--- config.mk ---
export PLATFORM = sky130hd
export DESIGN_NAME = mmio_responder
export DESIGN_NICKNAME = d
export VERILOG_FILES = /design/src/rtl/mmio_responder.sv
export SDC_FILE = /design/constraint.sdc
export NUM_CORES = 1
export LEC_CHECK = 0
export ABC_AREA = 1
export ABC_CLOCK_PERIOD_IN_PS = 2100
export CORE_UTILIZATION = 40
export DETAILED_ROUTE_END_ITERATION = 7
export MAX_ROUTING_LAYER = met4
export PLACE_DENSITY_LB_ADDON = 0.05
export SETUP_SLACK_MARGIN = 0.3
export SKIP_CTS_REPAIR_TIMING = 1
export SLEW_MARGIN = 20
export SYNTH_ARGS = -nofsm -noshare
export SYNTH_HDL_FRONTEND = slang
export SYNTH_SLANG_ARGS = --single-unit
export TNS_END_PERCENT = 20
--- constraint.sdc ---
create_clock -name clk -period 2.1 [get_ports clk]
set_clock_uncertainty 0.05 [all_clocks]
set_input_delay 0.42 -clock clk [delete_from_list [all_inputs] [get_ports clk]]
set_output_delay 0.42 -clock clk [all_outputs]
set_load 0.05 [all_outputs]
--- src/rtl/mmio_responder.sv ---
// Memory-mapped responder: GPIO, loadable timer, TX byte FIFO and status in a
// 16-byte window. Reads are registered so data lines up with the M stage.
module mmio_responder #(
  parameter logic [31:0] BASE_ADDR  = 32'h0000_8000,
  parameter int          FIFO_DEPTH = 4
) (
  input  logic        clk,
  input  logic        reset,
  input  logic [31:0] addr_x,
  input  logic [31:0] wdata_x,
  input  logic        we_x,
  input  logic        re_x,
  output logic [31:0] rdata_m,
  output logic        hit_m,
  output logic [31:0] gpio_out,
  output logic [7:0]  tx_data,
  output logic        tx_valid,
  input  logic        tx_ready
);
  localparam int PW = (FIFO_DEPTH > 1) ? $clog2(FIFO_DEPTH) : 1;
  localparam int CW = $clog2(FIFO_DEPTH + 1);

  logic          hit;
  logic [1:0]    sel;
  logic          wrGpio, wrTimer, wrTx, wrStatus;
  logic          pop, pushOk, full, empty;
  logic [31:0]   timer, readMux, status;
  logic [PW-1:0] rdPtr, wrPtr;
  logic [CW-1:0] count;
  logic          overflow;
  logic [7:0]    mem [FIFO_DEPTH];

  assign hit      = (addr_x[31:4] == BASE_ADDR[31:4]);
  assign sel      = addr_x[3:2];
  assign wrGpio   = we_x && hit && (sel == 2'd0);
  assign wrTimer  = we_x && hit && (sel == 2'd1);
  assign wrTx     = we_x && hit && (sel == 2'd2);
  assign wrStatus = we_x && hit && (sel == 2'd3);

  assign empty    = (count == '0);
  assign full     = (count == CW'(FIFO_DEPTH));
  assign tx_valid = !empty;
  assign tx_data  = mem[rdPtr];
  assign pop      = tx_valid && tx_ready;
  // A pop in the same cycle frees a slot, so a full FIFO can still accept.
  assign pushOk   = wrTx && (!full || pop);

  assign status = {24'b0, 5'(count), overflow, full, empty};

  always_comb begin
    readMux = '0;
    case (sel)
      2'd0:    readMux = gpio_out;
      2'd1:    readMux = timer;
      2'd3:    readMux = status;
      default: readMux = '0;
    endcase
  end

  always_ff @(posedge clk) begin
    if (reset) begin
      gpio_out <= '0;
      timer    <= '0;
      rdPtr    <= '0;
      wrPtr    <= '0;
      count    <= '0;
      overflow <= 1'b0;
      rdata_m  <= '0;
      hit_m    <= 1'b0;
    end else begin
      if (wrGpio) gpio_out <= wdata_x;
      timer <= wrTimer ? wdata_x : timer + 32'd1;
      if (pushOk) wrPtr <= wrPtr + PW'(1);
      if (pop)    rdPtr <= rdPtr + PW'(1);
      count <= count + CW'(pushOk) - CW'(pop);
      if (wrTx && !pushOk)              overflow <= 1'b1;
      else if (wrStatus && wdata_x[2])  overflow <= 1'b0;
      // Reads sample pre-edge state, so a same-cycle write is not visible yet.
      rdata_m <= (re_x && hit) ? readMux : '0;
      hit_m   <= re_x && hit;
    end
  end

  // Storage needs no reset; pointers and count define its validity.
  always_ff @(posedge clk) begin
    if (!reset && pushOk) mem[wrPtr] <= wdata_x[7:0];
  end
endmodule

==> results_dict.tcl, run 1 <==
set metrics [dict create \
    gp_congestion 0.916 \
    vias 5985 \
    yosys.area.top_type "dfxtp_1" \
    syn_to_final_growth_pct 54.6 \
    rows 45 \
    syn_area_per_cell_um2 7.46 \
    endpoint_kind "output pin" \
    clk_pin_slew_worst_paths_ns 0.06 \
    drive_above_1_share_pct 17.5 \
    die_h_um 127 \
    cpMaxStageDelayCell "dfxtp_4" \
    netlist_top_cells_area "dfxtp_1, nand2_1, edfxtp_1" \
    tritoncts "yes" \
    ant_nets 0 \
    p_total_mw 7.68 \
    p_leak_nw 4.88 \
    yosys.cell_count.top_type "nand2_1" \
    synthArstFlopShare_pct 0 \
    timing.final.crit_share_pct 98.6 \
    initial_core_util_pct 40.9 \
    ys.flop_type "dfxtp_1" \
    crit_required_ns 1.63 \
    cts_max_level 4 \
    drt_first_iter_violations 319 \
    hpwl_um 12400 \
    clk_latency_ns 0.42 \
    overflow 0 \
    wl_per_cell_um 14.4 \
    cts_made_buffers 17 \
    pre_cts_ws_ns -0.325 \
    grt_max_degree 27 \
    cap_violations 0 \
    hold_viol 0 \
    placedCellCount 1175 \
    period_needed_ns 2.07 \
    antenna_cells 0 \
    peakVddDrop_v 0.000533 \
    start_kind "flip-flop" \
    yosys_warnings 0 \
    antenna_found_initial 0 \
    hp-class "in2reg" \
    synthCells 833 \
    grt_pass1_wl_um 27100 \
    power_density_nw_per_um2 799 \
    vias_per_cell 4.88 \
    routed_wl_um 17600 \
    crit_arrival_ns 1.60 \
    finalNetCount 1103 \
    synth_nets 910 \
    synth.distinct_cells 32 \
    fmax_mhz 483 \
    fin_cells 1226 \
    synth_seq_cells 139 \
    synth_top_area_share_pct 34.5 \
    max_stage_delay_ns 0.40 \
    drc 0 \
    synth-edff-count 32 \
    clock_path_buffers 2 \
    clock_sinks 139 \
    status "completed" \
    yosysSeqAreaShare_pct 49.9 \
    track_usage_pct 22.5 \
    worstMarginPinSlew_ns 0.535 \
    portBuffers 140 \
    setup_viol 0 \
    ys_top_cells_by_count "nand2_1, nor2_1, dfxtp_1" \
    clockRootBuffer "clkbuf_16" \
    drt-pass1-iter-count 4 \
    grt_pass1_vias 5371 \
    finalMaxSlewViolations 0 \
    rsz0062_at_grt "yes" \
    cp_max_fo 8 \
    die_area_um2 16000 \
    placeableCoreArea_um2 15200 \
    crit_chain "clkinvlp_4 -> buf_4 -> nor2_2 -> o22ai_2 -> buf_12" \
    io_pins 143 \
    die_x_um 127 \
    setup.worst_path.class "reg2out" \
    syn_area_um2 6210 \
    fin_ws_ns 0.0292 \
    max_slew_margin_pct 64.3 \
]
## layer usage
metal | GRT usage, % | vias up | wire length [um]
met1 | 30.4 | 2718 | 8510
li1 | - | 3077 | -
met2 | 33.4 | 174 | 7910
met3 | 5.95 | 16 | 1060
met4 | 5.67 | 0 | 176
met5 | - | - | 0
## layout make-up
class                      instances  area [um^2]
multi-input combinational        608         3060
fill                            1311         5600
clock inverter                     9          108
tap                              188          235
sequential                       139         3110
inverter                          57          230
clock buffer                      22          508
timing repair buffer             201         2330
timing repair inverter             2         16.3
## worst max-delay path: cells and delay by family, from the launching register on
kind / cells / cell delay, ns
AO/OA/AOI/OAI: 1 / 0.11
buffers and inverters: 3 / 0.58
flip-flops: 1 / 0.40
AND/OR/NAND/NOR: 1 / 0.09
## stage by stage
step / setup TNS, ns / hold slack [ns] / area, um^2 / utilization (%)
after CTS: -0.472 / 0.286 / 8840 / 58.2
after floorplan: 0 / 0.386 / 6280 / -
after detailed placement: -23.47 / 0.409 / 8230 / 54.1
after global placement: -20.91 / 0.402 / 8230 / 54.1
after global routing: -0.0976 / 0.303 / 9610 / 63.2
final: 0 / 0.315 / 9610 / 63.2
## cell usage in the layout, fill, tap and decap left out, types with 3 or more instances in the layout
cell             count
nand2_1            253
nor2_1             127
dfxtp_1            101
dlymetal6s2s_1      93
a21oi_1             70
inv_1               47
buf_4               44
clkdlybuf4s50_1     37
edfxtp_1            32
o21ai_0             24
clkbuf_16           23
o21ai_1             15
buf_12              13
nor2_4              12
nor2_2              12
nand3_1             12
nand3b_1            10
inv_2                8
xor2_1               8
buf_6                8
nand2_2              7
o22ai_2              7
nand4_1              6
clkinvlp_4           5
xnor2_1              5
dfxtp_2              5
o21ai_2              4
nor3_1               4
ha_1                 4
nand3_2              3
o22ai_1              3
## power by group
| part | internal, mW | leakage (nW) | switching [mW] |
|---|---|---|---|
| clock network | 1.95 | 0.298 | 1.13 |
| registers | 2.79 | 1.15 | 0.0657 |
| logic | 0.842 | 3.43 | 0.898 |
## state kept, by name, indices dropped and copies added, names as in the netlist, named ones only
signal and count:
rdata_m 32, hit_m 1, overflow 1, rdPtr 2, wrPtr 2, timer 32, count 3, mem 32
gpio_out 32
## final timing paths
kind                                             from                        to  slack (ns)  depth (start not counted)
worst max register to register    count[0]$_SDFF_PP0_       count[1]$_SDFF_PP0_        0.27                         10
worst min-delay path                            reset  gpio_out[5]$_SDFFE_PP0P_        0.31                          2
worst min register to register  overflow$_SDFFE_PP0P_     overflow$_SDFFE_PP0P_        0.41                          2
worst max-delay path                        flip-flop                tx_data[3]        0.03                          5
## cells by family after synthesis
kind of cell,Yosys count,synth area share [%]
xor+xnor,13,1.83
flops,139,49.9
compound gates,128,10.7
buf+inv,86,5.86
fa+ha+maj,8,1.73
simple gates,459,30.0
Power figures use the tool's default switching activity.
==> run 2, diff against run 1 <==
Settings changed: CORE_MARGIN set to 1, GPL_ROUTABILITY_DRIVEN set to 0.
==> results of run 2 <==
No change in the layout: final DEF, timing and power equal those of run 1.
==> run 3, diff against run 2 <==
Settings changed: REMOVE_ABC_BUFFERS set to 1.
==> results_dict.tcl, run 3 (synthesized netlist as in run 1, its figures left out) <==
set metrics [dict create \
    rr_endpoint "count[1]$_SDFF_PP0_" \
    clk_latency_ns 0.42 \
    initial_core_util_pct 40.9 \
    max_stage_delay_ns 0.42 \
    routed_wl_um 17900 \
    antenna_cells 0 \
    cts_max_level 4 \
    finalMaxSlewViolations 0 \
    rows 45 \
    setup_viol 0 \
    wl_per_cell_um 14.8 \
    start_kind "flip-flop" \
    die_area_um2 16000 \
    crit_arrival_ns 1.59 \
    crit_family "flip-flops" \
    drt_first_iter_violations 330 \
    grt_pass1_wl_um 28400 \
    fin_cells 1210 \
    antenna_found_initial 0 \
    hold_viol 0 \
    overflow 0 \
    r2r_cells 10 \
    portBuffers 140 \
    hpwl_um 12400 \
    status "completed" \
    cpMaxStageDelayCell "dfxtp_4" \
    min_from "rdPtr[1]$_SDFFE_PP0P_" \
    track_usage_pct 23.4 \
    worst-path-buf-inv 2 \
    crit_required_ns 1.63 \
    die_h_um 127 \
    cp_max_fo 8 \
    rsz0062_at_grt "yes" \
    drc 0 \
    cts_made_buffers 17 \
    setup.worst_path.class "reg2out" \
    fmax_mhz 486 \
    clockRootBuffer "clkbuf_16" \
    vias 6007 \
    p_leak_nw 4.71 \
    finalNetCount 1086 \
    clock_sinks 139 \
    peakVddDrop_v 0.000605 \
    clk_pin_slew_worst_paths_ns 0.06 \
    p_total_mw 7.35 \
    hp-class "reg2reg" \
    drt-pass1-iter-count 5 \
    max_slew_margin_pct 64.3 \
    syn_to_final_growth_pct 48.5 \
    crit_chain "clkinvlp_4 -> o21ai_1 -> o22ai_2 -> buf_12" \
    final_common_cell "nand2_1" \
    ant_nets 0 \
    tritoncts "yes" \
    clock_path_buffers 2 \
    placeableCoreArea_um2 15200 \
    min_path_cells 2 \
    endpoint_kind "output pin" \
    postPlaceCellArea_um2 8110 \
    grt_pass1_vias 5759 \
    power_density_nw_per_um2 797 \
    layout_common_cells "nand2_1, nor2_1, dfxtp_1, dlymetal6s2s_1, a21oi_1" \
    worstMarginPinSlew_ns 0.534 \
    rrSetupSlack_ns 0.24 \
    placedCellCount 1170 \
    io_pins 143 \
    fin_area_um2 9230 \
    timing.final.crit_share_pct 97.9 \
    cap_violations 0 \
    drive_above_1_share_pct 13.7 \
    grt_max_degree 37 \
    vias_per_cell 4.96 \
    timing.rr.start "count[0]$_SDFF_PP0_" \
    die_x_um 127 \
    period_needed_ns 2.06 \
]
run 3: layout make-up:
| class | count | area (um^2) |
|---|---|---|
| multi-input combinational | 608 | 2930 |
| timing repair inverter | 1 | 7.51 |
| sequential | 139 | 3110 |
| fill | 1421 | 5980 |
| timing repair buffer | 185 | 2130 |
| clock buffer | 18 | 429 |
| clock inverter | 14 | 154 |
| tap | 188 | 235 |
| inverter | 57 | 221 |
run 3: worst reg2reg max path: stages, from the launching register on:
cell and delay [ns]:
dfxtp_2 0.34, nor2_4 0.13, nand2_2 0.09, nand2_2 0.07, inv_2 0.05, ha_4 0.26, inv_2 0.03, ha_4 0.15
fa_2 0.53, inv_2 0.03, nor2_1 0.06
run 3: per-stage QoR:
step	utilization [%]	TNS, ns	setup slack (ns)	hold WS (ns)
5_1_grt	60.7	-0.0187	-0.0187	0.446
3_5_place_dp	53.4	-17.10	-0.320	0.405
2_1_floorplan	-	-46.85	-0.764	0.383
6_report	60.7	0	0.0441	0.409
3_3_place_gp	53.4	-14.21	-0.277	0.399
4_1_cts	57.2	-0.544	-0.0902	0.412
run 3: worst max path at each step:
stage	start	to	slack, ns	cells past startpoint
after floorplan	addr_x[3]	gpio_out[0]$_SDFFE_PP0P_	-0.76	5
after global placement	addr_x[15]	mem[3][5]$_DFFE_PP_	-0.28	11
after detailed placement	addr_x[15]	mem[0][0]$_DFFE_PP_	-0.32	11
after CTS	flip-flop	tx_data[6]	-0.09	4
after global routing	flip-flop	tx_data[6]	-0.02	4
final	flip-flop	tx_data[6]	0.04	4
run 3: per-layer routing:
metal	global-route usage [%]	part of all wire, %
met1	30.6	47
met2	36.4	47
met3	4.34	5.0
met4	8.43	1.6
met5	-	0
run 3: power by group:
| group | internal (mW) | total (mW) | switching [mW] |
|---|---|---|---|
| clock network | 1.85 | 2.97 | 1.12 |
| registers | 2.80 | 2.87 | 0.0766 |
| logic | 0.696 | 1.51 | 0.817 |
